[src/rtl/ab_seq_gen.sv]
// ---------------------------------------------------------------------------
// ab_seq_gen -- A/B symbol sequence generator for exercising a pattern
// detector.
//
// A small pattern memory holds up to DEPTH two-bit symbols {A,B}. A start
// request replays the first len entries as a registered A/B stream with
// valid high. The pass is repeated rep extra times. Consecutive passes are
// separated by a one-cycle gap in which A = B = valid = 0, so the detector
// under test sees a clean break. After the last pass, done pulses for one
// cycle.
//
// Optional feature (compile-time macro AB_SEQ_GEN_HIT_CNT_EN):
//   When defined, hit_count counts the cycles where valid & y_in during the
//   most recent transmission. It clears on an accepted start and saturates
//   at all-ones.
//   When undefined, hit_count is tied to zero and y_in is ignored.
//
// Ports
//   clk          rising-edge clock for all state
//   async_reset  asynchronous, active-high reset
//   wr_en        pattern write strobe (honoured only while idle)
//   wr_addr      pattern entry index
//   wr_data      symbol {A,B}; bit 1 = A, bit 0 = B
//   len          symbols per pass (0..DEPTH), captured on accepted start
//   rep          extra passes (total = rep+1), captured on accepted start
//   start        request one transmission (honoured only while idle)
//   abort        synchronous cancel; also blocks a same-cycle start
//   y_in         detector match flag
//   A, B         registered symbol stream
//   valid        A/B carry a pattern symbol this cycle
//   busy         transmission in progress (SEND or GAP)
//   done         one-cycle completion pulse
//   hit_count    detector hits seen during the last transmission
// ---------------------------------------------------------------------------
module ab_seq_gen #(
  parameter int DEPTH = 16,
  parameter int CNT_W = 8
) (
  input  logic                       clk,
  input  logic                       async_reset,
  input  logic                       wr_en,
  input  logic [$clog2(DEPTH)-1:0]   wr_addr,
  input  logic [1:0]                 wr_data,
  input  logic [$clog2(DEPTH):0]     len,
  input  logic [3:0]                 rep,
  input  logic                       start,
  input  logic                       abort,
  input  logic                       y_in,
  output logic                       A,
  output logic                       B,
  output logic                       valid,
  output logic                       busy,
  output logic                       done,
  output logic [CNT_W-1:0]           hit_count
);

  localparam int AW = $clog2(DEPTH);

  localparam logic [1:0] ST_IDLE = 2'd0;
  localparam logic [1:0] ST_SEND = 2'd1;
  localparam logic [1:0] ST_GAP  = 2'd2;
  localparam logic [1:0] ST_DONE = 2'd3;

  localparam logic [AW-1:0] IDX_ONE = AW'(1'b1);
  localparam logic [AW:0]   LEN_ONE = (AW + 1)'(1'b1);

  logic [1:0]    state_r;
  logic [1:0]    state_nxt_s;
  logic [AW-1:0] idx_r;
  logic [AW-1:0] idx_nxt_s;
  logic [3:0]    pass_r;
  logic [3:0]    pass_nxt_s;
  logic [AW:0]   len_r;
  logic [AW:0]   len_nxt_s;
  logic [3:0]    rep_r;
  logic [3:0]    rep_nxt_s;
  logic          start_acc_s;
  logic          last_sym_s;
  logic          mem_we_s;
  logic [1:0]    rd_data_s;
  logic          a_r;
  logic          b_r;
  logic          valid_r;
  logic          busy_r;
  logic          done_r;

  logic [1:0]    mem_r [DEPTH];

  // The pattern memory is writable only while idle, so a running pass
  // always sees a stable pattern.
  assign mem_we_s = wr_en && (state_r == ST_IDLE);

  // This is the final symbol of the current pass. len_r is nonzero whenever
  // the FSM is in SEND.
  assign last_sym_s = ({1'b0, idx_r} == (len_r - LEN_ONE));

  // Next-state, counter and configuration-capture logic.
  always_comb begin
    state_nxt_s = state_r;
    idx_nxt_s   = idx_r;
    pass_nxt_s  = pass_r;
    len_nxt_s   = len_r;
    rep_nxt_s   = rep_r;
    start_acc_s = 1'b0;
    case (state_r)
      ST_IDLE: begin
        if (start && !abort) begin
          start_acc_s = 1'b1;
          len_nxt_s   = len;
          rep_nxt_s   = rep;
          idx_nxt_s   = '0;
          pass_nxt_s  = '0;
          if (len != '0) begin
            state_nxt_s = ST_SEND;
          end else begin
            state_nxt_s = ST_DONE;
          end
        end else begin
          state_nxt_s = ST_IDLE;
        end
      end
      ST_SEND: begin
        if (abort) begin
          state_nxt_s = ST_IDLE;
          idx_nxt_s   = '0;
          pass_nxt_s  = '0;
        end else if (last_sym_s) begin
          idx_nxt_s = '0;
          if (pass_r != rep_r) begin
            state_nxt_s = ST_GAP;
            pass_nxt_s  = pass_r + 4'd1;
          end else begin
            state_nxt_s = ST_DONE;
            pass_nxt_s  = '0;
          end
        end else begin
          idx_nxt_s = idx_r + IDX_ONE;
        end
      end
      ST_GAP: begin
        idx_nxt_s = '0;
        if (abort) begin
          state_nxt_s = ST_IDLE;
          pass_nxt_s  = '0;
        end else begin
          state_nxt_s = ST_SEND;
        end
      end
      ST_DONE: begin
        state_nxt_s = ST_IDLE;
        idx_nxt_s   = '0;
        pass_nxt_s  = '0;
      end
      default: begin
        state_nxt_s = ST_IDLE;
        idx_nxt_s   = '0;
        pass_nxt_s  = '0;
      end
    endcase
  end

  // Read the symbol for the next cycle. A same-cycle write to that entry is
  // forwarded, so a start issued together with a write sends the new value.
  always_comb begin
    if (mem_we_s && (wr_addr == idx_nxt_s)) begin
      rd_data_s = wr_data;
    end else begin
      rd_data_s = mem_r[idx_nxt_s];
    end
  end

  // Pattern memory storage. It has no reset, so its contents persist across
  // async_reset and are undefined after power-up.
  always_ff @(posedge clk) begin
    if (mem_we_s) begin
      mem_r[wr_addr] <= wr_data;
    end
  end

  // FSM state, counters and registered outputs. The outputs are derived
  // from the next state, so they line up with the state they describe.
  always_ff @(posedge clk or posedge async_reset) begin
    if (async_reset) begin
      state_r <= ST_IDLE;
      idx_r   <= '0;
      pass_r  <= '0;
      len_r   <= '0;
      rep_r   <= '0;
      a_r     <= 1'b0;
      b_r     <= 1'b0;
      valid_r <= 1'b0;
      busy_r  <= 1'b0;
      done_r  <= 1'b0;
    end else begin
      state_r <= state_nxt_s;
      idx_r   <= idx_nxt_s;
      pass_r  <= pass_nxt_s;
      len_r   <= len_nxt_s;
      rep_r   <= rep_nxt_s;
      valid_r <= (state_nxt_s == ST_SEND);
      busy_r  <= (state_nxt_s == ST_SEND) || (state_nxt_s == ST_GAP);
      done_r  <= (state_nxt_s == ST_DONE);
      if (state_nxt_s == ST_SEND) begin
        a_r <= rd_data_s[1];
        b_r <= rd_data_s[0];
      end else begin
        a_r <= 1'b0;
        b_r <= 1'b0;
      end
    end
  end

  assign A     = a_r;
  assign B     = b_r;
  assign valid = valid_r;
  assign busy  = busy_r;
  assign done  = done_r;

`ifdef AB_SEQ_GEN_HIT_CNT_EN
  localparam logic [CNT_W-1:0] HIT_MAX = {CNT_W{1'b1}};
  localparam logic [CNT_W-1:0] HIT_ONE = CNT_W'(1'b1);

  logic [CNT_W-1:0] hit_r;

  // Saturating hit counter. It clears on an accepted start and holds its
  // value through abort.
  always_ff @(posedge clk or posedge async_reset) begin
    if (async_reset) begin
      hit_r <= '0;
    end else if (start_acc_s) begin
      hit_r <= '0;
    end else if (valid_r && y_in && (hit_r != HIT_MAX)) begin
      hit_r <= hit_r + HIT_ONE;
    end
  end

  assign hit_count = hit_r;
`else
  // Hit counting is compiled out. The match flag is deliberately ignored.
  logic unused_y_in_s;
  logic unused_start_acc_s;

  assign unused_y_in_s      = y_in;
  assign unused_start_acc_s = start_acc_s;
  assign hit_count          = {CNT_W{1'b0}};
`endif

endmodule
[config.mk]
export PLATFORM = sky130hd
export DESIGN_NAME = ab_seq_gen
export DESIGN_NICKNAME = d
export VERILOG_FILES = /design/src/rtl/ab_seq_gen.sv
export SDC_FILE = /design/constraint.sdc
export NUM_CORES = 1
export LEC_CHECK = 0
export ABC_AREA = 1
export CAP_MARGIN = 10
export CORE_UTILIZATION = 50
export CTS_CLUSTER_SIZE = 25
export DETAILED_ROUTE_END_ITERATION = 8
export MAX_ROUTING_LAYER = met4
export PLACE_DENSITY_LB_ADDON = 0.25
export SLEW_MARGIN = 0
export SYNTH_ARGS = -nofsm -noshare
export SYNTH_HDL_FRONTEND = slang
export SYNTH_SLANG_ARGS = --single-unit
[constraint.sdc]
create_clock -name clk -period 3.94 [get_ports clk]
set_input_delay 1.182 -clock clk [delete_from_list [all_inputs] [get_ports clk]]
set_output_delay 1.182 -clock clk [all_outputs]
set_load 0.005 [all_outputs]
==> results of run 1 <==
==> layout make-up <==
class / instances / area (um2)
Fill cell: 462 / 2110
Multi-Input combinational cell: 213 / 1060
Inverter: 31 / 116
Clock buffer: 5 / 68.8
Sequential cell: 56 / 1560
Tap cell: 70 / 87.6
Timing Repair Buffer: 24 / 240
Clock inverter: 3 / 22.5
==> power breakdown <==
part | switching (uW) | total (uW) | internal, uW
Clock | 190 | 317 | 127
Combinational | 183 | 298 | 115
Sequential | 27.9 | 687 | 659
Total | 401 | 1300 | 901
==> layer usage <==
layer / part of all wire, % / up-vias / routed length, um / GRT usage [%]
met5: 0 / - / 0 / -
met4: 0.97 / 0 / 52 / 6.73
met3: 4.9 / 6 / 264 / 5.24
met2: 51 / 54 / 2730 / 33.0
met1: 43 / 939 / 2320 / 22.4
li1: - / 1051 / - / -
==> path summary, 6_finish.rpt <==
| kind | start | to | slack (ns) | cells after the start |
|---|---|---|---|---|
| max | abort | A$_DFF_PP0_ | 0.97 | 14 |
| min | rep_r[0]$_DFFE_PP0P_ | rep_r[0]$_DFFE_PP0P_ | 0.54 | 1 |
| max reg2reg | len_r[0]$_DFFE_PP0P_ | A$_DFF_PP0_ | 1.49 | 17 |
| min reg2reg | rep_r[0]$_DFFE_PP0P_ | rep_r[0]$_DFFE_PP0P_ | 0.54 | 1 |
| max in group asynchronous | async_reset | idx_r[2]$_DFF_PP0_ | 2.02 | 2 |
| min in group asynchronous | async_reset | rep_r[2]$_DFFE_PP0P_ | 1.36 | 2 |
==> cells by family after synthesis <==
group / Yosys count / synth area share, %
other cells: 1 / 0.134
compound gates: 16 / 2.90
mux: 4 / 1.60
buf+inv: 44 / 7.58
flops: 56 / 55.6
simple gates: 174 / 28.0
fa+ha+maj: 5 / 2.23
xor+xnor: 6 / 1.87
==> synthesized netlist by cell type (all sizes together), types with 2 or more instances <==
master / count / share of area (%)
edfxtp: 32 / 34
nand2: 72 / 11
xor2: 6 / 1.9
nand3b: 2 / 0.53
ha: 5 / 2.2
o21ai: 5 / 0.89
buf: 12 / 3.3
nor4: 2 / 0.45
mux2: 4 / 1.6
nand4: 2 / 0.45
nand3: 61 / 11
nor2: 34 / 4.6
dfrtp: 24 / 21
a21oi: 10 / 1.8
inv: 31 / 4.1
==> sequential cells by signal (all words and copies together), names as in the netlist, 2 cells and up <==
name	count
idx_r	4
mem_r	32
rep_r	4
len_r	5
state_r	2
pass_r	4
==> worst max-delay path, stage by stage <==
cell             delay, ns
clkdlybuf4s50_1       0.45
inv_1                 0.06
nand2_1               0.09
inv_1                 0.06
nor2_1                0.21
nand2_1               0.08
nand2_1               0.33
inv_2                 0.17
nand2_1               0.09
nand3_1               0.06
nor2_1                0.08
nand2_1               0.10
o21ai_1               0.13
a21oi_1               0.06
==> through the flow <==
step	instance area, um2	instances	power (uW)	hold WS [ns]	utilization (%)
6_report	3160	402	1300	0.540	59.9
3_3_place_gp	3060	394	990	0.516	58.1
3_5_place_dp	3060	394	999	0.522	58.1
2_1_floorplan	2830	313	923	0.500	-
5_1_grt	3160	402	1380	0.572	59.9
4_1_cts	3160	402	1310	0.547	59.9
==> metrics list, run 1 <==
* Status: finished clean
- Die width: 76.9 um
- Setup slack on the critical path of the routed design comes to 0.974 ns.
- The critical path in this run is classified as primary input to flip-flop.
- Via count: 2050
- The synthesized design contains 32 enable-type register cells.
- Number of global-route vias before repair: 1920
- Clock Skew: 0.00657 ns
* Number of port buffers: 24
- The share of the Yosys chip area taken by registers is a little under three fifths.
- Mean post-synth cell area: about 9 um2
- Max-capacitance violation count: 0
* Prevailing post-synth register cell: edfxtp_1
* Initial antenna violation count: 0
* Setup tns final: 0 ns
* Leakage dissipation: ~0.0014 uW
- Worst slew margin: 39.0%
* Most frequent cells in the layout: nand2_1, nand3_1, nor2_1
- Kind of start point of the critical path: primary input
* Count of pins over their slew limit: 0
- Pre-CTS setup slack: 0.655 ns
- CORE AREA: 5270 um2
- Final hold vios: 0
- Count of clock tree sinks: 56
- IO Count: 34
* Drt total wl: 5.36 mm
* CTS Hold Bufs: 0
- Proportion of layout cells with a drive suffix above 1: around 7.5%
- Number of antenna cells inserted: 0
- Entering global routing, the biggest net connects 25 pins.
- The final critical path takes up 75.3% of the cycle.
- HPWL after detailed placement: ~3.8 mm
- For the worst setup path, the data arrival time is approximately 3.2 ns.
- Once the clock tree was built, the resizer swapped 0 gates to a different size.
- After synthesis the netlist holds a flip-flop and latch count of 56.
* Hold Path Class: flip-flop to flip-flop
- The detailed router finished its first iteration with 106 violations.
- Synthesis instantiated 27 different standard cells from the library.
* Initial cell density of the core: 53.3%
- NumNets Final: roughly 360
* Die Y: slightly below 80 um
* Wire length per cell after detailed routing: 13.3 um
- Setup violations remaining at the end of the flow were counted as 0.
* Later-pin clock latency in the skew report: between 0.3 and 0.4 ns
* DRC Markers: 0
- Clock buffer count from CTS: 5
- In this run the post-CTS setup repair buffer count came out at 0.
- At the worst endpoint, the required time is 4.14 ns.
* Synthesized netlist cell count: 306
* Clock tree from TritonCTS: built
- Power per standard cell area: roughly 410 nW/um2
- Global-route wire length before repair: between 8 and 9 mm
* Async set-reset flop share out of synthesis: between 40% and 50%
* Clock tree buffer depth: 2
* Tmin final: 2.97 ns
- Root Buffer Master: clkbuf_8
* Placer's final routability congestion estimate: 0.807
* Commonest non-fill, non-tap cell in the layout: nand2_1
- Clock slew seen by the registers of the worst setup and hold paths: 0.10 ns
- Detailed-routing iteration count for the pre-antenna-repair pass: 4
- Netlist area before placement: 2810 um2
* Vias per cell: ~5
- At the pin with the least slew margin, the transition time is 0.914 ns.
- The area growth from synthesis to layout is 12.4%.
- The die covers 5920 um2.
- The worst-case IR drop observed on VDD is 0.266 mV.
- Yosys printed 0 warnings.
* Clock H-tree levels: 2
* Grt total ovfl: 0
* Setup repair after global routing missed its margin: no
* F_max: 337 MHz
- Crit-path max FO: 11
* Global-route usage over all layers: between 10% and 20%
- The worst setup path is captured at a flip-flop.
- Row generation in the floorplan step produced 26 rows.
- DRT antenna net count: 0
Power figures use the tool's default switching activity.
==> run 2, diff against run 1 <==
clock period = 2.95 ns   (was 3.94 ns; I/O delays follow)
==> run 2 against run 1 <==
Net effect:
- first-iteration DRC count down 3.8%
- highest routed layer unchanged
- clock power up 56%
- combinational power up 37%
- wire length down 1.5%
==> metrics list, run 2 (same netlist as run 1, synthesis figures left out) <==
* Clock tree buffer depth: 2 (unchanged)
- Cells along the critical path: clkdlybuf4s50_1 -> inv_1 -> nand2_1 -> inv_1 -> nor2_1 -> nand2_1 -> nand2_2 -> inv_2 -> nand2_1 -> nand3_1 -> nor2_1 -> nand2_1 -> o21ai_1 -> a21oi_1
- The critical path is of the primary input to flip-flop type.
- The routability congestion estimate was 0.835 (+3.5%).
- Worst Tran Pin Value: 0.741 ns (-0.173 ns)
- The placed wire-length estimate after detailed placement is 3.91 mm (+2.2%).
- Max-capacitance violation count: 0 (unchanged)
- Status: finished clean
* Via count: 2085 (+1.7%)
* Register with the most flip-flops: mem_r
- The maximum number of pins on one net before global-route repair came to 25 (unchanged).
* 1st-iter DRT viols: 102 (-3.8%)
- Worst-case hold path end point: rep_r[1]$_DFFE_PP0P_
- Total die area: 5920 um2 (unchanged)
- STA classifies the critical path startpoint as a primary input.
- Sequential power share: 50.4% (-2.4 points)
- The total placed instance area is 3100 um2 (+1.2%).
* Global-route usage over all layers: 20.2% (+0.57 points)
- The latest clock arrival within the worst-skew pair is 0.30 ns (about the same).
* Hold Path Class: flip-flop to flip-flop
* Global-route wire length before repair: 8.99 mm (+3.6%)
- Total placed cells including tap cells: 399 (+1.3%)
- Grt total ovfl: 0 (unchanged)
- The largest fanout of any net on the critical path was 7 (-4).
- Peak per-stage delay on the critical path: 0.46 ns (about the same)
* R2r setup slk: 0.70 ns (-0.79 ns)
- The library cell used most frequently in the layout, excluding fill and tap cells, is nand2_1.
* Number of antenna cells inserted: 0 (unchanged)
* Leakage dissipation: 0.00141 uW (+2.6%)
- The post-CTS setup buffer count is 0 (unchanged).
- The first-pass iteration count of the detailed router was 5 (+1).
- The CTS buffer count came to 5 (unchanged).
- The cell count of the worst hold path was 1 (unchanged).
- Die width: 76.9 um (unchanged)
* Count of pins over their slew limit: 0 (unchanged)
- IR drop worst, VDD: 0.401 mV (+51%)
- The relative contribution of combinational cells to total power is 22.5% (-0.4 points).
- Total of endpoints with negative setup slack in the final report: 0 (unchanged)
* Internal Pwr Total: 1300 uW (+44%)
* Share of the cycle needed by the critical path after routing: 82.5%
* Setup repair after global routing missed its margin: no
- Power share of the clock group: 27.1% (+2.8 points)
- The worst hold path begins at rep_r[1]$_DFFE_PP0P_.
* Core Util, Final: 61.0% (+1.1 points)
- Power per standard cell area: 566 nW/um2 (+37%)
- The clock skew came to 0.00403 ns (-0.00253 ns).
* Worst R2R Path Depth: 17 (unchanged)
* Kind of end point of the critical path: flip-flop
- Clock H-tree levels: 2 (unchanged)
* Leading registers by flop count: mem_r: 32 flops, len_r: 5 flops
- The data arrival time at the worst-slack endpoint is 2.63 ns (-0.54 ns).
- Clock slew seen by the registers of the worst setup and hold paths: 0.09 ns (about the same)
- Subtracting the final worst setup slack from the clock period gives 2.43 ns.
- The count of placed standard cells in the final layout, fillers left out was 407 (+1.2%).
- Number of global-route vias before repair: 2019 (+5.2%)
- The setup TNS after final layout was 0 ns (unchanged).
- The switching share of power was 28.6% (-2.2 points).
* Reg-to-reg endpoint: A$_DFF_PP0_
- The number of inserted filler cells in the final layout was 477 (+3.2%).
* Vias per cell: 5.12 (+0.46%)
- Based on the critical path, the design can be clocked at up to roughly 410 MHz.
- Post-route cell area: 3210 um2 (+1.8%)
- NumNets Final: 362 (+1.4%)
- The tightest slew margin relative to the limit is 50.4% (+11 points).
- Drt total wl: 5.29 mm (-1.5%)
* Root Buffer Master: clkbuf_8
- The post-cts repair resize count was 0 (unchanged).
- Initial antenna violation count: 0 (unchanged)
- CTS Hold Bufs: 0 (unchanged)
* CP most frequent cell: nand2_1
* Required time of the worst setup path: 3.14 ns (-1.00 ns)
* Number of placement rows: 26 (unchanged)
- Switching power: 520 uW (+30%)
* Final hold vios: 0 (unchanged)
* Count of clock tree sinks: 56 (unchanged)
- IO Count: 34 (unchanged)
- Startpoint of the lowest-slack register-to-register path: len_r[0]$_DFFE_PP0P_
- The largest individual stage delay along the critical path comes from the cell clkdlybuf4s50_1.
* Wire length per cell after detailed routing: 13.0 um (-2.7%)
* CORE AREA: 5270 um2 (unchanged)
- Proportion of layout cells with a drive suffix above 1: 8.61% (+1.1 points)
- The post-detailed-route count of antenna-violating nets is 0 (unchanged).
* Number of port buffers: 24 (unchanged)
* DRC Markers: 0 (unchanged)
* Max reg flops: 32 (unchanged)
* Initial cell density of the core: 53.3% (unchanged)
- Die Y: 76.9 um (unchanged)
* Area added between synthesis and finish: 14.5%
- The library cells used most frequently in the layout, excluding fill and tap cells, are nand2_1, nand3_1, nor2_1.
- Clock tree from TritonCTS: built
run 2: cell count changes in the layout (fill, tap and decap cells not counted):
cell        change
buf_4           +5
bufinv_16       +1
clkbuf_1        +1
clkinv_4        -1
clkinvlp_2      -1
run 2: routing by layer:
layer	track usage, %	vias up	wire (um)
li1	-	1067	-
met1	23.5	961	2310
met2	34.8	50	2700
met3	3.69	7	203
met4	6.92	0	74
met5	-	-	0
run 2: through the flow:
step	power [uW]	hold WS (ns)	setup slack, ns
after floorplan	1230	0.500	0.821
after global placement	1330	0.510	0.230
after detailed placement	1350	0.519	0.204
after CTS	1840	0.541	0.515
after global routing	1920	0.557	0.288
final	1820	0.533	0.516
run 2: cell type report:
cell class	instances	area (um2)	area share (%)
clock buffer	6	72.6	2.26
tap	70	87.6	2.73
multi-input combinational	213	1060	32.9
timing repair buffer	29	278	8.64
inverter	31	116	3.62
sequential	56	1560	48.6
clock inverter	2	38.8	1.21
run 2: power by group through the flow:
stage | clock, uW | combinational, uW | sequential (uW)
finish | 493 | 409 | 917
global route | 533 | 466 | 925
CTS | 507 | 413 | 918
detailed placement | 0 | 412 | 935
global placement | 0 | 398 | 933
floorplan | 0 | 306 | 927
run 2: worst max-delay path by stage:
stage | from | endpoint | slack [ns] | cells past startpoint
2_1_floorplan | abort | A$_DFF_PP0_ | 0.82 | 9
3_3_place_gp | abort | A$_DFF_PP0_ | 0.23 | 13
3_5_place_dp | abort | A$_DFF_PP0_ | 0.20 | 14
4_1_cts | abort | A$_DFF_PP0_ | 0.52 | 14
5_1_grt | abort | A$_DFF_PP0_ | 0.29 | 14
6_report | abort | A$_DFF_PP0_ | 0.52 | 14
run 2: worst max-delay path: cells and delay by family:
kind | cells | cell delay, ns
AOI/OAI and AO/OA | 2 | 0.19
buffers and inverters | 4 | 0.66
and+or+nand+nor | 8 | 0.89
==> run 3, diff against run 2 <==
clock period = 2.26 ns   (was 2.95 ns; I/O delays follow)
==> run 3 against run 2 <==
Net effect:
- the run now ends with negative setup slack left
- critical endpoint unchanged
- flip-flop and latch count is the same
- combinational power grew 80%
- final cell count grew 6.1%
- non-clock buffer count grew 23
- highest routed layer unchanged
==> metrics list, run 3 (same netlist as run 1, synthesis figures left out) <==
- Number of global-route vias before repair: 2116 (+4.8%)
- The area of the placeable core is 5270 um2 (unchanged).
- The fraction of power consumed by the clock network is 22.1% (-5.0 points).
- Crit. path cell count: 18 (+4)
* WP data arrival: 2.49 ns (-0.14 ns)
- IO Count: 34 (unchanged)
- Final worst-path setup slack: -0.0171 ns (-0.533 ns)
* Worst Tran Pin Value: 0.503 ns (-0.239 ns)
* Initial cell density of the core: 53.3% (unchanged)
- Root Buffer Master: clkbuf_8
* Final hold vios: 0 (unchanged)
- Setup repair after global routing missed its margin: yes
- Proportion of total power due to net switching: 31.8% (+3.2 points)
- Proportion of layout cells with a drive suffix above 1: 24.3% (+16 points)
- Final Power: 2480 uW (+36%)
- Violations in the final reports: negative setup slack
* Leading registers by flop count: mem_r: 32 flops, len_r: 5 flops
- Commonest non-fill, non-tap cell in the layout: nand2_1
* Placer's final routability congestion estimate: 0.795 (-4.7%)
- The most critical setup path has its endpoint at A$_DFF_PP0_.
- Most frequent cells in the layout: nand2_1, nand3_1, edfxtp_1
* 1st-iter DRT viols: 159 (+56%)
* Max reg flops: 32 (unchanged)
- The internal power of the cells came to 1690 uW (+30%).
* Count of pins over their slew limit: 0 (unchanged)
* Tmin final: 2.28 ns
* Grt total ovfl: 0 (unchanged)
- Pre-CTS setup slack: -0.225 ns (-0.428 ns)
* DRT antenna net count: 0 (unchanged)
* Number of placement rows: 26 (unchanged)
* Share of the cycle needed by the critical path after routing: 101%
* Kind of start point of the critical path: flip-flop
- The static leakage is 0.00155 uW (+10%).
- Combinational cell fraction of total power: 29.6% (+7.1 points)
* Total of endpoints with negative setup slack in the final report: 2 (+2)
* Switching power: 789 uW (+52%)
- Fillers: 434 (-9.0%)
- The critical path's largest stage delay is 0.42 ns (-0.04 ns).
* Max-capacitance violation count: 0 (unchanged)
- The overall die width was 76.9 um (unchanged).
- Hold Path Class: flip-flop to flip-flop
- The first-pass GRT wire length was 9.07 mm (+0.85%).
* Required time of the worst setup path: 2.47 ns (-0.67 ns)
- The ratio of total power to cell area is 691 nW/um2 (+22%).
- Multi-input gate area: 1230 um2 (+17%)
* Register with the most flip-flops: mem_r
* Initial antenna violation count: 0 (unchanged)
- IR drop worst, VDD: 0.424 mV (+5.8%)
- The critical path is of the flip-flop to flip-flop type.
- The first-pass iteration count of the detailed router is 4 (-1).
* Worst slew margin: 66.4% (+16 points)
- Die Y: 76.9 um (unchanged)
- Number of port buffers: 24 (unchanged)
* Clock tree from TritonCTS: built
- Startpoint of the lowest-slack register-to-register path: len_r[0]$_DFFE_PP0P_
* Number of antenna cells inserted: 0 (unchanged)
* Number of buffers and inverters on the critical path: 4 (unchanged)
* Largest net degree at the start of global routing: 25 (unchanged)
- Clock tree buffer depth: 2 (unchanged)
- The number of buffers inserted for hold repair after clock tree synthesis came to 0 (unchanged).
* Wire length per cell after detailed routing: 14.1 um (+8.8%)
- The largest fanout of any net on the critical path was 8 (+1).
- Worst R2R Path Depth: 18 (+1)
- Kind of end point of the critical path: flip-flop
- The most critical setup path has its startpoint at len_r[0]$_DFFE_PP0P_.
* Sequential cell area: 1560 um2 (unchanged)
- Cells along the critical path: inv_2 -> ha_4 -> nand2_2 -> inv_2 -> nor2_2 -> nand3_1 -> nor2_1 -> nand2_2 -> buf_12 -> nand2_8 -> nand2_8 -> buf_12 -> nand3_2 -> nand3_1 -> nand3_1 -> nand3_2 -> nand2_2 -> a21oi_2
* NumNets Final: 387 (+6.9%)
* Sequential power share: 48.3% (-2.1 points)
- Crit path max-delay family: simple AND/OR/NAND/NOR gates
- The number of clock sinks is 56 (unchanged).
- The worst register-to-register path ends at A$_DFF_PP0_.
- Drt total wl: 6.10 mm (+15%)
- The CTS buffer count is 5 (unchanged).
- The area of the die is 5920 um2 (unchanged).
- HPWL after detailed placement: 3.96 mm (+1.1%)
* Hold depth: 1 (unchanged)
- Clock H-tree levels: 2 (unchanged)
- R2r setup slk: -0.02 ns (-0.72 ns)
- Later-pin clock latency in the skew report: 0.32 ns (+0.02 ns)
- Static timing analysis puts the maximum clock frequency at 439 MHz.
- Area added between synthesis and finish: 27.9%
* Global-route usage over all layers: 20.5% (+0.39 points)
- Clock Skew: 0.00534 ns (+0.00131 ns)
* Clock slew seen by the registers of the worst setup and hold paths: 0.10 ns (about the same)
- Status: finished, violations left
- The startpoint identified for the worst hold timing path is rep_r[1]$_DFFE_PP0P_.
* Via count: 2277 (+9.2%)
* DRC Markers: 0 (unchanged)
- Vias per cell: 5.27 (+2.9%)
- For this design, the slowest cell found on the critical path is dfrtp_1.
run 3: changes by cell type in the layout (fill, tap and decap cells not counted), sizes merged:
cell and delta:
clkinv +1, nand2 +2, clkinvlp +1, bufinv -1, buf +22
run 3: layout make-up:
type	count	area share (%)
multi-input cells	215	34.4
repair buffers	52	13.8
inverters	31	3.31
flip-flops and latches	56	43.5
clock inverters	3	0.593
well taps	70	2.44
clock buffers	5	1.92
run 3: power by group through the flow:
stage	Clock, uW	Combinational (uW)	Sequential, uW
after floorplan	0	400	1210
after global placement	0	562	1220
after detailed placement	0	578	1220
after CTS	561	580	1200
after global routing	598	805	1210
final	548	735	1200
run 3: worst min path at each step:
| stage | end | slack [ns] |
|---|---|---|
| after detailed placement | rep_r[0]$_DFFE_PP0P_ | 0.52 |
| after global routing | rep_r[1]$_DFFE_PP0P_ | 0.56 |
| after CTS | rep_r[1]$_DFFE_PP0P_ | 0.54 |
| final | rep_r[1]$_DFFE_PP0P_ | 0.53 |
| after global placement | rep_r[1]$_DFFE_PP0P_ | 0.51 |
| after floorplan | rep_r[0]$_DFFE_PP0P_ | 0.50 |
run 3: repair_timing:
item | CTS | global route
setup endpoints to repair | 0 | 3
setup buffers | 0 | 5
gates resized for setup | 0 | 38
run 3: layer usage:
layer / vias up / routed length (um) / GRT usage (%)
li1: 1116 / - / -
met2: 67 / 3190 / 35.3
met5: - / 0 / -
met3: 16 / 300 / 5.24
met1: 1078 / 2450 / 22.4
met4: 0 / 168 / 9.04
run 3: stage by stage:
step / cell area [um2] / hold slack, ns / TNS (ns) / util [%] / cells
after global placement: 3240 / 0.510 / -0.533 / 61.5 / 416
final: 3590 / 0.532 / -0.0229 / 68.1 / 432
after global routing: 3590 / 0.561 / -0.289 / 68.1 / 432
after detailed placement: 3240 / 0.517 / -0.539 / 61.5 / 416
after floorplan: 2830 / 0.500 / 0 / - / 313
after CTS: 3330 / 0.540 / 0 / 63.2 / 424
